==> src/rtl/uart_rx_sampler.sv <==
// UART receive front-end: pin synchroniser, oversample tick, start qualification,
// 3-sample majority vote at mid-bit and per-bit strobes with frame status.
module uart_rx_sampler #(
  parameter int unsigned OSR       = 16,
  parameter int unsigned DATA_BITS = 8
) (
  input  logic        clock,
  input  logic        reset,
  input  logic        rx_bit,
  input  logic        rx_en,
  input  logic [15:0] baud_rate,
  input  logic        parity_enable,
  input  logic        stop_bit,
  output logic        rx_sample,
  output logic        rx_sample_valid,
  output logic [3:0]  rx_bit_index,
  output logic        rx_frame_start,
  output logic        rx_frame_done,
  output logic        stop_bit_error,
  output logic        noise_flag,
  output logic        break_detect
);

  localparam int unsigned OS_W  = $clog2(OSR);
  localparam int unsigned IDX_W = 4;
  localparam int unsigned DIV_W = 16;

  localparam logic [OS_W-1:0]  VOTE0     = OS_W'(OSR / 2 - 1);
  localparam logic [OS_W-1:0]  VOTE1     = OS_W'(OSR / 2);
  localparam logic [OS_W-1:0]  VOTE2     = OS_W'(OSR / 2 + 1);
  localparam logic [IDX_W-1:0] LAST_DATA = IDX_W'(DATA_BITS - 1);

  typedef enum logic [2:0] {
    S_IDLE,
    S_START,
    S_DATA,
    S_PARITY,
    S_STOP,
    S_WAIT_HIGH
  } state_t;

  state_t             state_q, state_d;
  logic               sync1_q, sync2_q, hist_q;
  logic [DIV_W-1:0]   div_q, div_d;
  logic [OS_W-1:0]    os_q, os_d;
  logic               s0_q, s0_d, s1_q, s1_d;
  logic [IDX_W-1:0]   idx_q, idx_d;
  logic               stop_cnt_q, stop_cnt_d;
  logic               noise_acc_q, noise_acc_d;
  logic               err_acc_q, err_acc_d;
  logic               zero_acc_q, zero_acc_d;
  logic               sample_q, sample_d;
  logic               valid_q, valid_d;
  logic [IDX_W-1:0]   index_q, index_d;
  logic               start_q, start_d;
  logic               done_q, done_d;
  logic               serr_q, serr_d;
  logic               noise_q, noise_d;
  logic               brk_q, brk_d;

  logic               rx_s, fall, tick, vote_tick, maj, dis, in_frame;
  logic [DIV_W-1:0]   reload;

  // A divisor of 0 behaves like 1: tick every clock.
  assign reload    = (baud_rate == 16'd0) ? 16'd0 : baud_rate - 16'd1;
  assign rx_s      = sync2_q;
  assign fall      = hist_q & ~sync2_q;
  assign tick      = (div_q == '0);
  assign vote_tick = tick && (os_q == VOTE2);
  assign maj       = (s0_q & s1_q) | (s0_q & rx_s) | (s1_q & rx_s);
  assign dis       = ~((s0_q == s1_q) && (s1_q == rx_s));
  assign in_frame  = (state_q == S_DATA) || (state_q == S_PARITY) || (state_q == S_STOP);

  always_ff @(posedge clock or negedge reset) begin
    if (!reset) begin
      state_q     <= S_IDLE;
      sync1_q     <= 1'b1;
      sync2_q     <= 1'b1;
      hist_q      <= 1'b1;
      div_q       <= '0;
      os_q        <= '0;
      s0_q        <= 1'b0;
      s1_q        <= 1'b0;
      idx_q       <= '0;
      stop_cnt_q  <= 1'b0;
      noise_acc_q <= 1'b0;
      err_acc_q   <= 1'b0;
      zero_acc_q  <= 1'b0;
      sample_q    <= 1'b0;
      valid_q     <= 1'b0;
      index_q     <= '0;
      start_q     <= 1'b0;
      done_q      <= 1'b0;
      serr_q      <= 1'b0;
      noise_q     <= 1'b0;
      brk_q       <= 1'b0;
    end else begin
      state_q     <= state_d;
      sync1_q     <= rx_bit;
      sync2_q     <= sync1_q;
      hist_q      <= sync2_q;
      div_q       <= div_d;
      os_q        <= os_d;
      s0_q        <= s0_d;
      s1_q        <= s1_d;
      idx_q       <= idx_d;
      stop_cnt_q  <= stop_cnt_d;
      noise_acc_q <= noise_acc_d;
      err_acc_q   <= err_acc_d;
      zero_acc_q  <= zero_acc_d;
      sample_q    <= sample_d;
      valid_q     <= valid_d;
      index_q     <= index_d;
      start_q     <= start_d;
      done_q      <= done_d;
      serr_q      <= serr_d;
      noise_q     <= noise_d;
      brk_q       <= brk_d;
    end
  end

  always_comb begin
    state_d     = state_q;
    div_d       = tick ? reload : div_q - 16'd1;
    os_d        = tick ? os_q + OS_W'(1) : os_q;
    s0_d        = (tick && (os_q == VOTE0)) ? rx_s : s0_q;
    s1_d        = (tick && (os_q == VOTE1)) ? rx_s : s1_q;
    idx_d       = idx_q;
    stop_cnt_d  = stop_cnt_q;
    noise_acc_d = noise_acc_q;
    err_acc_d   = err_acc_q;
    zero_acc_d  = zero_acc_q;
    sample_d    = sample_q;
    index_d     = index_q;
    valid_d     = 1'b0;
    start_d     = 1'b0;
    done_d      = 1'b0;
    serr_d      = 1'b0;
    noise_d     = 1'b0;
    brk_d       = 1'b0;

    // Every data, parity and stop vote produces a strobe and feeds the accumulators.
    if (vote_tick && in_frame) begin
      valid_d     = 1'b1;
      sample_d    = maj;
      index_d     = idx_q;
      idx_d       = idx_q + IDX_W'(1);
      noise_acc_d = noise_acc_q | dis;
      zero_acc_d  = zero_acc_q & ~maj;
    end

    case (state_q)
      S_IDLE: begin
        if (fall) begin
          state_d = S_START;
          div_d   = reload;
          os_d    = '0;
        end
      end
      S_START: begin
        if (vote_tick) begin
          if (maj) begin
            state_d = S_IDLE;
          end else begin
            start_d     = 1'b1;
            noise_acc_d = 1'b0;
            err_acc_d   = 1'b0;
            zero_acc_d  = 1'b1;
            idx_d       = '0;
            state_d     = S_DATA;
          end
        end
      end
      S_DATA: begin
        if (vote_tick && (idx_q == LAST_DATA)) begin
          stop_cnt_d = 1'b0;
          state_d    = parity_enable ? S_PARITY : S_STOP;
        end
      end
      S_PARITY: begin
        if (vote_tick) begin
          state_d = S_STOP;
        end
      end
      S_STOP: begin
        if (vote_tick) begin
          err_acc_d = err_acc_q | ~maj;
          if (stop_cnt_q == stop_bit) begin
            done_d  = 1'b1;
            serr_d  = err_acc_q | ~maj;
            noise_d = noise_acc_q | dis;
            brk_d   = zero_acc_q & ~maj;
            // A low final stop means a held line; wait for it to go high first.
            state_d = maj ? S_IDLE : S_WAIT_HIGH;
          end else begin
            stop_cnt_d = 1'b1;
          end
        end
      end
      S_WAIT_HIGH: begin
        if (tick && rx_s) begin
          state_d = S_IDLE;
        end
      end
      default: state_d = S_IDLE;
    endcase

    if (!rx_en) begin
      state_d = S_IDLE;
      valid_d = 1'b0;
      start_d = 1'b0;
      done_d  = 1'b0;
      serr_d  = 1'b0;
      noise_d = 1'b0;
      brk_d   = 1'b0;
    end
  end

  assign rx_sample       = sample_q;
  assign rx_sample_valid = valid_q;
  assign rx_bit_index    = index_q;
  assign rx_frame_start  = start_q;
  assign rx_frame_done   = done_q;
  assign stop_bit_error  = serr_q;
  assign noise_flag      = noise_q;
  assign break_detect    = brk_q;

endmodule

==> config.mk <==
export PLATFORM = sky130hd
export DESIGN_NAME = uart_rx_sampler
export DESIGN_NICKNAME = d
export VERILOG_FILES = /design/src/rtl/uart_rx_sampler.sv
export SDC_FILE = /design/constraint.sdc
export NUM_CORES = 1
export LEC_CHECK = 0
export CAP_MARGIN = 40
export CORE_UTILIZATION = 60
export DETAILED_ROUTE_END_ITERATION = 6
export PLACE_DENSITY = 0.89
export SETUP_SLACK_MARGIN = 0.2
export SLEW_MARGIN = 20
export SYNTH_ARGS = -nofsm -noshare
export SYNTH_HDL_FRONTEND = slang
export SYNTH_SLANG_ARGS = --single-unit
export TNS_END_PERCENT = 50
==> constraint.sdc <==
create_clock -name clock -period 7.6 [get_ports clock]
set_input_delay 0.76 -clock clock [delete_from_list [all_inputs] [get_ports clock]]
set_output_delay 0.76 -clock clock [all_outputs]
set_load 0.1 [all_outputs]
Word-level counts from Yosys, hierarchy flattened
Cells that the tools add are included.
{"block": "op_classes", "add_sub_neg": 4, "mul": 0, "n_div": 0, "n_lt_le_gt_ge": 0, "n_eq_ne": 24, "shift": 0, "muxes": 61, "bitwise_logic": 12, "reduce_logical": 17}
{"operator": "$mux W16", "count": 4}
{"operator": "$mux W1", "count": 36}
{"operator": "$logic_not A16 Y1", "count": 2}
{"operator": "$sub A16 B1 Y16 const B", "count": 2}
{"operator": "$mux W3", "count": 10}
{"operator": "$mux W4", "count": 7}
{"operator": "$pmux W3 S6", "count": 1}
{"operator": "$ne A3 B3 Y1 const B", "count": 5}
{"operator": "$add A4 B1 Y4 const B", "count": 2}
{"operator": "$eq A4 B3 Y1 const B", "count": 2}
{"operator": "$eq A4 B4 Y1 const B", "count": 2}
{"operator": "$ne A2 B2 Y1 const B", "count": 4}
{"operator": "$reduce_and A4 Y1", "count": 2}
{"operator": "$logic_and A1 B1 Y1", "count": 7}
{"operator": "$reduce_and A7 Y1", "count": 1}
{"operator": "$eq A3 B2 Y1 const B", "count": 2}
{"operator": "$eq A3 B3 Y1 const B", "count": 2}
{"operator": "$ne A3 B2 Y1 const B", "count": 2}
{"operator": "$and A1 B1 Y1", "count": 5}
{"operator": "$or A1 B1 Y1", "count": 4}
{"operator": "$pmux W1 S2", "count": 2}
{"operator": "$reduce_bool A2 Y1", "count": 2}
{"operator": "$eq A1 B1 Y1", "count": 3}
{"operator": "$eq A3 B1 Y1 const B", "count": 1}
{"operator": "other kinds (5)", "count": 8}
{"block": "totals", "ff_bits": 47, "latchBits": 0, "mem_bits_rw": 0, "mem_bits_ro": 0, "inputBits": 22, "output_inout_bits": 11, "elab_cells": 139, "mem_count": 0}

Depth between registers and ports, before layout
Gate-level depths: netlist of the first run.
{"block": "depth", "depth_word": 9, "ltp_mapped": 9, "ltp_nobuf": 7}

Worst setup path after synthesis of the first run
Ideal clock, no wire load.
{"block": "synth_timing", "kind": "input to register", "startpoint": "input port baud_rate[9]", "endpoint": "register div_q[15]", "setup_ns": 0.083, "arrival_ns": 2.403, "t_required_ns": 7.517, "slack_ns": 5.113, "path_stages": 5, "path_buffers": 0, "path_cell_list": "or4_1 and4bb_2 or3b_2 xor2_1 o22ai_1"}
{"block": "synth_via", "elab_chain_cells": 5, "word_cells_on_any_way": 6, "classes_between": "1 x add/sub; 4 x mux; 1 x reduce/logical"}
{"element": "start, declared", "line": "11", "text": "input logic [15:0] baud_rate,"}
{"element": "$sub A16 B1 Y16 or $logic_not A16 Y1 (tied branches)", "line": "65", "text": "assign reload = (baud_rate == 16'd0) ? 16'd0 : baud_rate - 16'd1;"}
{"element": "$mux W16 *", "line": "65"}
{"element": "$mux W16", "line": "124", "text": "div_d = tick ? reload : div_q - 16'd1;"}
{"element": "$mux W16", "line": "154", "text": "if (fall) begin"}
{"element": "$mux W16 *", "line": "152", "text": "case (state_q)"}
{"element": "via div_d[15]", "line": "44", "text": "logic [DIV_W-1:0] div_q, div_d;"}
{"element": "end signal, assigned", "line": "102", "text": "div_q <= div_d;"}
{"element": "end, declared", "line": "44"}
Mark *: on every way through the listed nets, which the timed path passes. The rest lies on a longest branch.
A chain may end at the register's enable or synchronous reset.

Final worst setup path of the first run
{"block": "layout_timing", "startpoint": "register div_q[7]", "endpoint": "register div_q[9]"}
{"block": "layout_via", "elab_chain_cells": 4, "word_cells_on_any_way": 5, "classes_between": "1 x add/sub; 3 x mux; 1 x reduce/logical"}
{"element": "$sub A16 B1 Y16 or $logic_not A16 Y1 (tied branches)", "line": "124, 68"}
{"element": "$mux W16 *", "line": "124"}
{"element": "$mux W16", "line": "154"}
{"element": "$mux W16 *", "line": "152"}
{"element": "via div_d[9]", "line": "44"}
Marks and branches as above.

==> implementation parameters, run 1 <==
Parameter                              Value

Clock tree
  Clock-pin slew on the worst setup and hold paths    0.09 ns
  Clock insertion delay at the later pin of the skew report    just over 0.3 ns
  Total number of H-tree levels    2
  Post-CTS Hold Buffers    0
  Number of setup buffers added after CTS    0
  Post-CTS resize count    0
  Count of clock tree sinks    47
  TritonCTS buffer count    5
  CTS root buffer    clkbuf_8
  Number of buffers on the longest clock path    2
  TritonCTS clock tree    done

Floorplan
  Area of the core    4324 sq um
  Number of top-level pins    33
  Initial core utilization    0.6230
  Floorplan row count    24
  Die boundary height    roughly 69 microns
  Area enclosed by the die boundary    between 4000 and 5000 sq um
  DIE WIDTH    69.01 microns

STA
  Clock skew after layout    between 0.01 and 0.015 ns
  Setup repair after global routing missed its margin    false
  Worst-margin pin slew    0.6743 ns
  Share of the cycle needed by the critical path after routing    0.4009
  Achievable Freq    roughly 0.33 GHz
  Setup ws final    between 4 and 5 ns
  Final hold vios    0
  Setup_tns    0 ns
  Tightest slew margin relative to the limit    0.5505
  Number of endpoints failing setup at the final stage    0
  Final period demand of the worst path    around 3.0 ns
  Max-slew violation count    0

Power
  Power per standard cell area    roughly 240 nW/um^2
  IR drop worst, VDD    0.1629 mV
  LEAKAGE    approximately 1.4 nW

Setup path
  Critical Path, Cell by Cell    or4_1 > nor4_4 > or2_1 > nand2_1 > o22ai_1
  Max incr delay on CP    between 0.6 and 0.7 ns
  Data required, critical path    7.82 ns
  CP Depth    5
  Worst Setup End Kind    flip-flop
  Largest fanout on the critical path    18
  Sum of buffers and inverters on the critical path    0
  Kind of critical path    reg -> reg
  Startpoint type of the worst setup path    flip-flop
  Data arrival time of the critical path    3.27 ns
  Cells on worst reg2reg path    5
  CP max-delay cell    or4_1
  Top delay family on crit path    simple AND/OR/NAND/NOR gates

GRT
  Global-route wire length before repair    9991 microns
  Total congestion overflow after global routing    0
  Pin count of the biggest net entering global routing    28
  Vias in the first global route    approximately 2100
  Initial antenna violation count    0
  GRT Total Usage    0.2637

Detailed routing
  Total vias in the final route    around 2200
  DR WL/cell    16.70 microns
  Final wirelength    about 6000 microns
  DRC violations left    0
  Pre-Repair DR Iteration Count    4
  Antenna-violating nets left    0
  Average vias per placed instance    6.170
  Detailed router's first-iteration violation count    between 150 and 200

Yosys
  Synth async-reset ratio    1.000
  Yosys top cell area share    0.4087
  Number of nets produced by synthesis    about 290
  Predominant post-synthesis flop cell    dfrtp_1
  Adder-cell area share of the yosys netlist    0.04180
  Post-synthesis compound-gate area fraction    0.09847
  Sequential-to-total area share from yosys stat    0.4380
  Portion of netlist area occupied by mux cells    0.06224
  Syn Inst Count    roughly 260
  Post-synthesis area per instance    10.28 sq um
  Synth Area in Simple Gates    0.2257
  Number of distinct library cells after synthesis    53
  Biggest area consumer among synthesized cells    dfrtp_1
  Mapped Area    about 2700 sq um
  Post-synth EDFFs    0
  XOR/XNOR Fraction of Synth Area    0.1040
  Post-synthesis register bit count    47
  Main combinational cell family by area after synthesis    simple AND/OR/NAND/NOR gates
  Biggest area contributors in the synthesized netlist    dfrtp_1 (41%), xnor2_1 (7.2%), ha_1 (4.2%)
  YS warnings    0

Flow run
  Count of maximum capacitance violations    0

Min path
  Min-delay worst type    reg -> reg
  Number of stages on the worst hold path    0

Placed design
  Buffers added on ports    32
  Routability-driven placement congestion ratio    around 0.83
  Placement-stage cell area    between 3000 and 4000 sq um
  Number of instances in the placed design    350
  Sum of net half-perimeters after detailed placement    between 4000 and 5000 microns
  Pre-CTS worst setup slack    approximately 4.5 ns

Status
  Result of the run    finished, final reports clean

Finish
  Commonest cells after routing, fill and taps aside    dfrtp_1 (44), clkdlybuf4s50_1 (31), nor2_1 (23)
  Commonest non-fill, non-tap cell in the layout    dfrtp_1
  Antenna diodes    0
  Fraction of layout cells with a size suffix above 1    0.1373
  Nets@finish    roughly 340
  Area growth, synth to finish    23.22%
  Post-route design area    around 3300 sq um
  Non-Filler Instances    358
## area by class of cell
| class | count | area, sq um |
|---|---|---|
| Fill cell | 267 | 1005 |
| Multi-Input combinational cell | 196 | 1434 |
| Clock buffer | 6 | 82.58 |
| Tap cell | 52 | 65.06 |
| Timing Repair Buffer | 44 | 500.5 |
| Clock inverter | 2 | 16.27 |
| Inverter | 11 | 41.29 |
| Sequential cell | 47 | 1180 |
## stage by stage
stage	hold WS (ns)	total power, mW	util
floorplan	0.3452	0.5459	-
global placement	0.3534	0.5999	0.7020
detailed placement	0.3557	0.6140	0.7448
CTS	0.3683	0.7790	0.7677
global route	0.3710	0.8241	0.7677
finish	0.3694	0.7808	0.7677
## power by group
group          internal, mW  total (mW)  switching [mW]
clock                0.0743       0.163          0.0887
combinational         0.117       0.253           0.136
sequential            0.301       0.365          0.0643
## kinds of logic after synthesis
group                    after synthesis
multiplexers                          16
adder cells (fa/ha/maj)                9
AO/OA/AOI/OAI                         41
XOR/XNOR                              32
flip-flops                            47
buffers and inverters                 19
AND/OR/NAND/NOR                       98
## registers in the layout, summed over array words and instances, names as in the netlist, 3 cells and up
register / cells
state_q: 3
rx_bit_index: 4
div_q: 16
os_q: 4
idx_q: 4
## layer usage
metal | track usage | wire [microns]
met4 | 0.09070 | 127
met2 | 0.4293 | 3013
met1 | 0.3463 | 2533
met5 | 0 | 0
met3 | 0.06140 | 304
## worst paths after layout
| path | slack (ns) | endpoint | start |
|---|---|---|---|
| worst max-delay path | 4.55 | div_q[9]$_DFF_PN0_ | div_q[7]$_DFF_PN0_ |
| min in group asynchronous | 0.40 | state_q[0]$_DFFE_PN0P_ | reset |
| worst min register to register | 0.37 | rx_s$_DFF_PN1_ | sync1_q$_DFF_PN1_ |
| worst min-delay path | 0.37 | rx_s$_DFF_PN1_ | sync1_q$_DFF_PN1_ |
| worst max register to register | 4.55 | div_q[9]$_DFF_PN0_ | div_q[7]$_DFF_PN0_ |
| max in group asynchronous | 6.62 | sync1_q$_DFF_PN1_ | reset |
## synth_stat cells, types with 2 or more instances
cell type and n:
a21oi_1 4, o21ai_0 8, nor2_1 23, nor4_4 2, nor3_1 9, nor2b_1 4
o22ai_1 13, nor4_1 5, a31oi_1 3, dfstp_2 3, xnor2_1 22, nand2b_1 2
ha_1 9, dfrtp_1 44, or4_4 2, nand3b_1 4, a21o_1 2, xor2_1 10
clkbuf_1 5, or4_1 8, nor3_2 2, inv_1 11, nand2_1 13, o31ai_1 2
or3_1 2, o21a_1 2, nand3_1 5, mux2_2 6, and3_1 2, nand4b_1 3
mux2i_1 10
Note: power is estimated with default switching activity, not from simulation.
==> run 2: changes to the inputs <==
--- a/config.mk
+++ b/config.mk
@@ -6,9 +6,9 @@
 export NUM_CORES = 1
 export LEC_CHECK = 0
 export CAP_MARGIN = 40
-export CORE_UTILIZATION = 60
+export CORE_UTILIZATION = 56
 export DETAILED_ROUTE_END_ITERATION = 6
-export PLACE_DENSITY = 0.89
+export PLACE_DENSITY = 0.84
 export SETUP_SLACK_MARGIN = 0.2
 export SLEW_MARGIN = 20
 export SYNTH_ARGS = -nofsm -noshare
==> constraint.sdc (replaced) <==
create_clock -name clock -period 3 [get_ports clock]
set_input_delay 0.3 -clock clock [delete_from_list [all_inputs] [get_ports clock]]
set_output_delay 0.3 -clock clock [all_outputs]
set_load 0.1 [all_outputs]
==> run 2 against run 1 <==
The flow now finishes with violations (design-rule violations). Sequential share of layout area up 0.17 points. Register-to-register slack lost 4.2 ns. Combinational power increased to 2.5 times the previous value.
==> implementation parameters, run 2 (synthesis gave the netlist of run 1 again) <==
Parameter                              Value

Status
  Result of the run    finished with violations
  Violations in the final reports    design-rule violations

Finish
  Utilization of the core after routing    0.7383
  Fraction of layout cells with a size suffix above 1    0.1471
  Antenna diodes    0
  Commonest cells after routing, fill and taps aside    dfrtp_1 (44), clkdlybuf4s50_1 (27), nor2_1 (23)
  FILL cells    302
  Number of flip-flops under the largest register name    16
  Commonest non-fill, non-tap cell in the layout    dfrtp_1
  Nets@finish    336
  Area growth, synth to finish    22.62%
  Register with the most flip-flops    div_q

STA
  Setup_tns    0 ns
  Achievable Freq    0.3808 GHz
  Share of the cycle needed by the critical path after routing    0.8753
  Final hold vios    0
  Worst-margin pin slew    roughly 0.57 ns
  Number of endpoints failing setup at the final stage    0
  Max-slew violation count    0
  Setup repair after global routing missed its margin    false
  Clock skew after layout    0.002488 ns
  Final period demand of the worst path    roughly 2.6 ns
  Tightest slew margin relative to the limit    0.6223

Detailed routing
  Pre-Repair DR Iteration Count    6
  DR WL/cell    15.65 microns
  Average vias per placed instance    slightly below 6
  Total vias in the final route    2107
  Final wirelength    5603 microns
  Antenna-violating nets left    0
  Detailed router's first-iteration violation count    between 100 and 150
  DRC violations left    1

Clock tree
  TritonCTS clock tree    done
  Clock insertion delay at the later pin of the skew report    ~0.30 ns
  Count of clock tree sinks    47
  Number of buffers on the longest clock path    2
  CTS root buffer    clkbuf_8
  Clock-pin slew on the worst setup and hold paths    approximately 0.090 ns
  Total number of H-tree levels    2
  TritonCTS buffer count    5
  Post-CTS resize count    0

GRT
  Initial antenna violation count    0
  Pin count of the biggest net entering global routing    26
  Total congestion overflow after global routing    0
  GRT Total Usage    0.2419
  Vias in the first global route    ~2100
  Global-route wire length before repair    about 10000 microns

Min path
  Min-delay worst type    reg -> reg

Setup path
  Critical Path, Cell by Cell    inv_1 > ha_1 > or3b_1 > or4_1 > nor3_4 > mux2_2
  Data required, critical path    around 3.2 ns
  Kind of critical path    reg -> reg
  Data arrival time of the critical path    approximately 2.8 ns
  Sum of buffers and inverters on the critical path    1
  Max incr delay on CP    ~0.65 ns
  Top delay family on crit path    simple AND/OR/NAND/NOR gates
  Startpoint type of the worst setup path    flip-flop
  Worst Setup End Kind    flip-flop
  Largest fanout on the critical path    9
  CP max-delay cell    or4_1

Floorplan
  Initial core utilization    0.6021
  DIE WIDTH    ~71 microns
  Floorplan row count    24
  Die boundary height    ~71 microns
  Number of top-level pins    33
  Area of the core    approximately 4500 sq um
  Area enclosed by the die boundary    ~5100 sq um

Power
  LEAKAGE    about 1.4 nW
  Power per standard cell area    about 610 nW/um^2
  IR drop worst, VDD    ~0.46 mV

Flow run
  Count of maximum capacitance violations    0

Placed design
  Buffers added on ports    32
  Routability-driven placement congestion ratio    approximately 0.81
  Sum of net half-perimeters after detailed placement    around 4200 microns
[run 2: worst paths after layout]
kind / startpoint / to / slack, ns / cells after the start
worst max-delay path: div_q[0]$_DFF_PN0_ / rx_bit_index[3]$_DFFE_PN0N_ / 0.37 / 6
worst min-delay path: sync1_q$_DFF_PN1_ / rx_s$_DFF_PN1_ / 0.36 / 0
worst max register to register: div_q[0]$_DFF_PN0_ / rx_bit_index[3]$_DFFE_PN0N_ / 0.37 / 6
worst min register to register: sync1_q$_DFF_PN1_ / rx_s$_DFF_PN1_ / 0.36 / 0
max in group asynchronous: reset / sync1_q$_DFF_PN1_ / 1.88 / 3
min in group asynchronous: reset / state_q[0]$_DFFE_PN0P_ / 0.53 / 2
[run 2: through the flow]
| stage | area [sq um] | setup WS (ns) | power [mW] | hold slack (ns) | std cells |
|---|---|---|---|---|---|
| 5_1_grt | 3303 | 0.2076 | 2.156 | 0.3683 | 358 |
| 3_5_place_dp | 3181 | 0.3611 | 1.565 | 0.3218 | 349 |
| 2_1_floorplan | 2694 | 0.5416 | 1.383 | 0.004409 | 262 |
| 3_3_place_gp | 3048 | 0.4436 | 1.531 | 0.3459 | 341 |
| 4_1_cts | 3303 | 0.3294 | 2.033 | 0.3628 | 358 |
| 6_report | 3303 | 0.3740 | 2.028 | 0.3615 | 358 |
[run 2: power breakdown]
group / internal [mW] / switching [mW]
combinational: 0.301 / 0.341
sequential: 0.762 / 0.161
clock: 0.248 / 0.214
total: 1.31 / 0.716
[run 2: layout make-up]
type                            instances  area (sq um)  area share
Inverter                               11         41.29     0.01250
Multi-Input combinational cell        196          1434      0.4341
Sequential cell                        47          1180      0.3572
Clock inverter                          3         43.79     0.01326
Clock buffer                            5         68.82     0.02083
Tap cell                               52         65.06     0.01970
Timing Repair Buffer                   44         470.5      0.1424
[run 2: timing repair]
item,CTS,global route
buffers inserted,0,0
endpoints found under the hold margin,11,0
hold buffers,1,0
endpoints found under the setup margin,0,3
[run 2: worst reg2reg max path, cell delays in order (launching register included)]
cell     delay (ns)
dfrtp_1        0.41
inv_1          0.09
ha_1           0.13
or3b_1         0.39
or4_1          0.65
nor3_4         0.45
mux2_2         0.39
[run 2: layer usage]
layer	up-vias	wire, microns	track usage
met2	55	2786	0.3862
met3	6	222	0.04360
met1	1016	2544	0.3512
met5	-	0	0
li1	1030	-	-
met4	0	50	0.04222
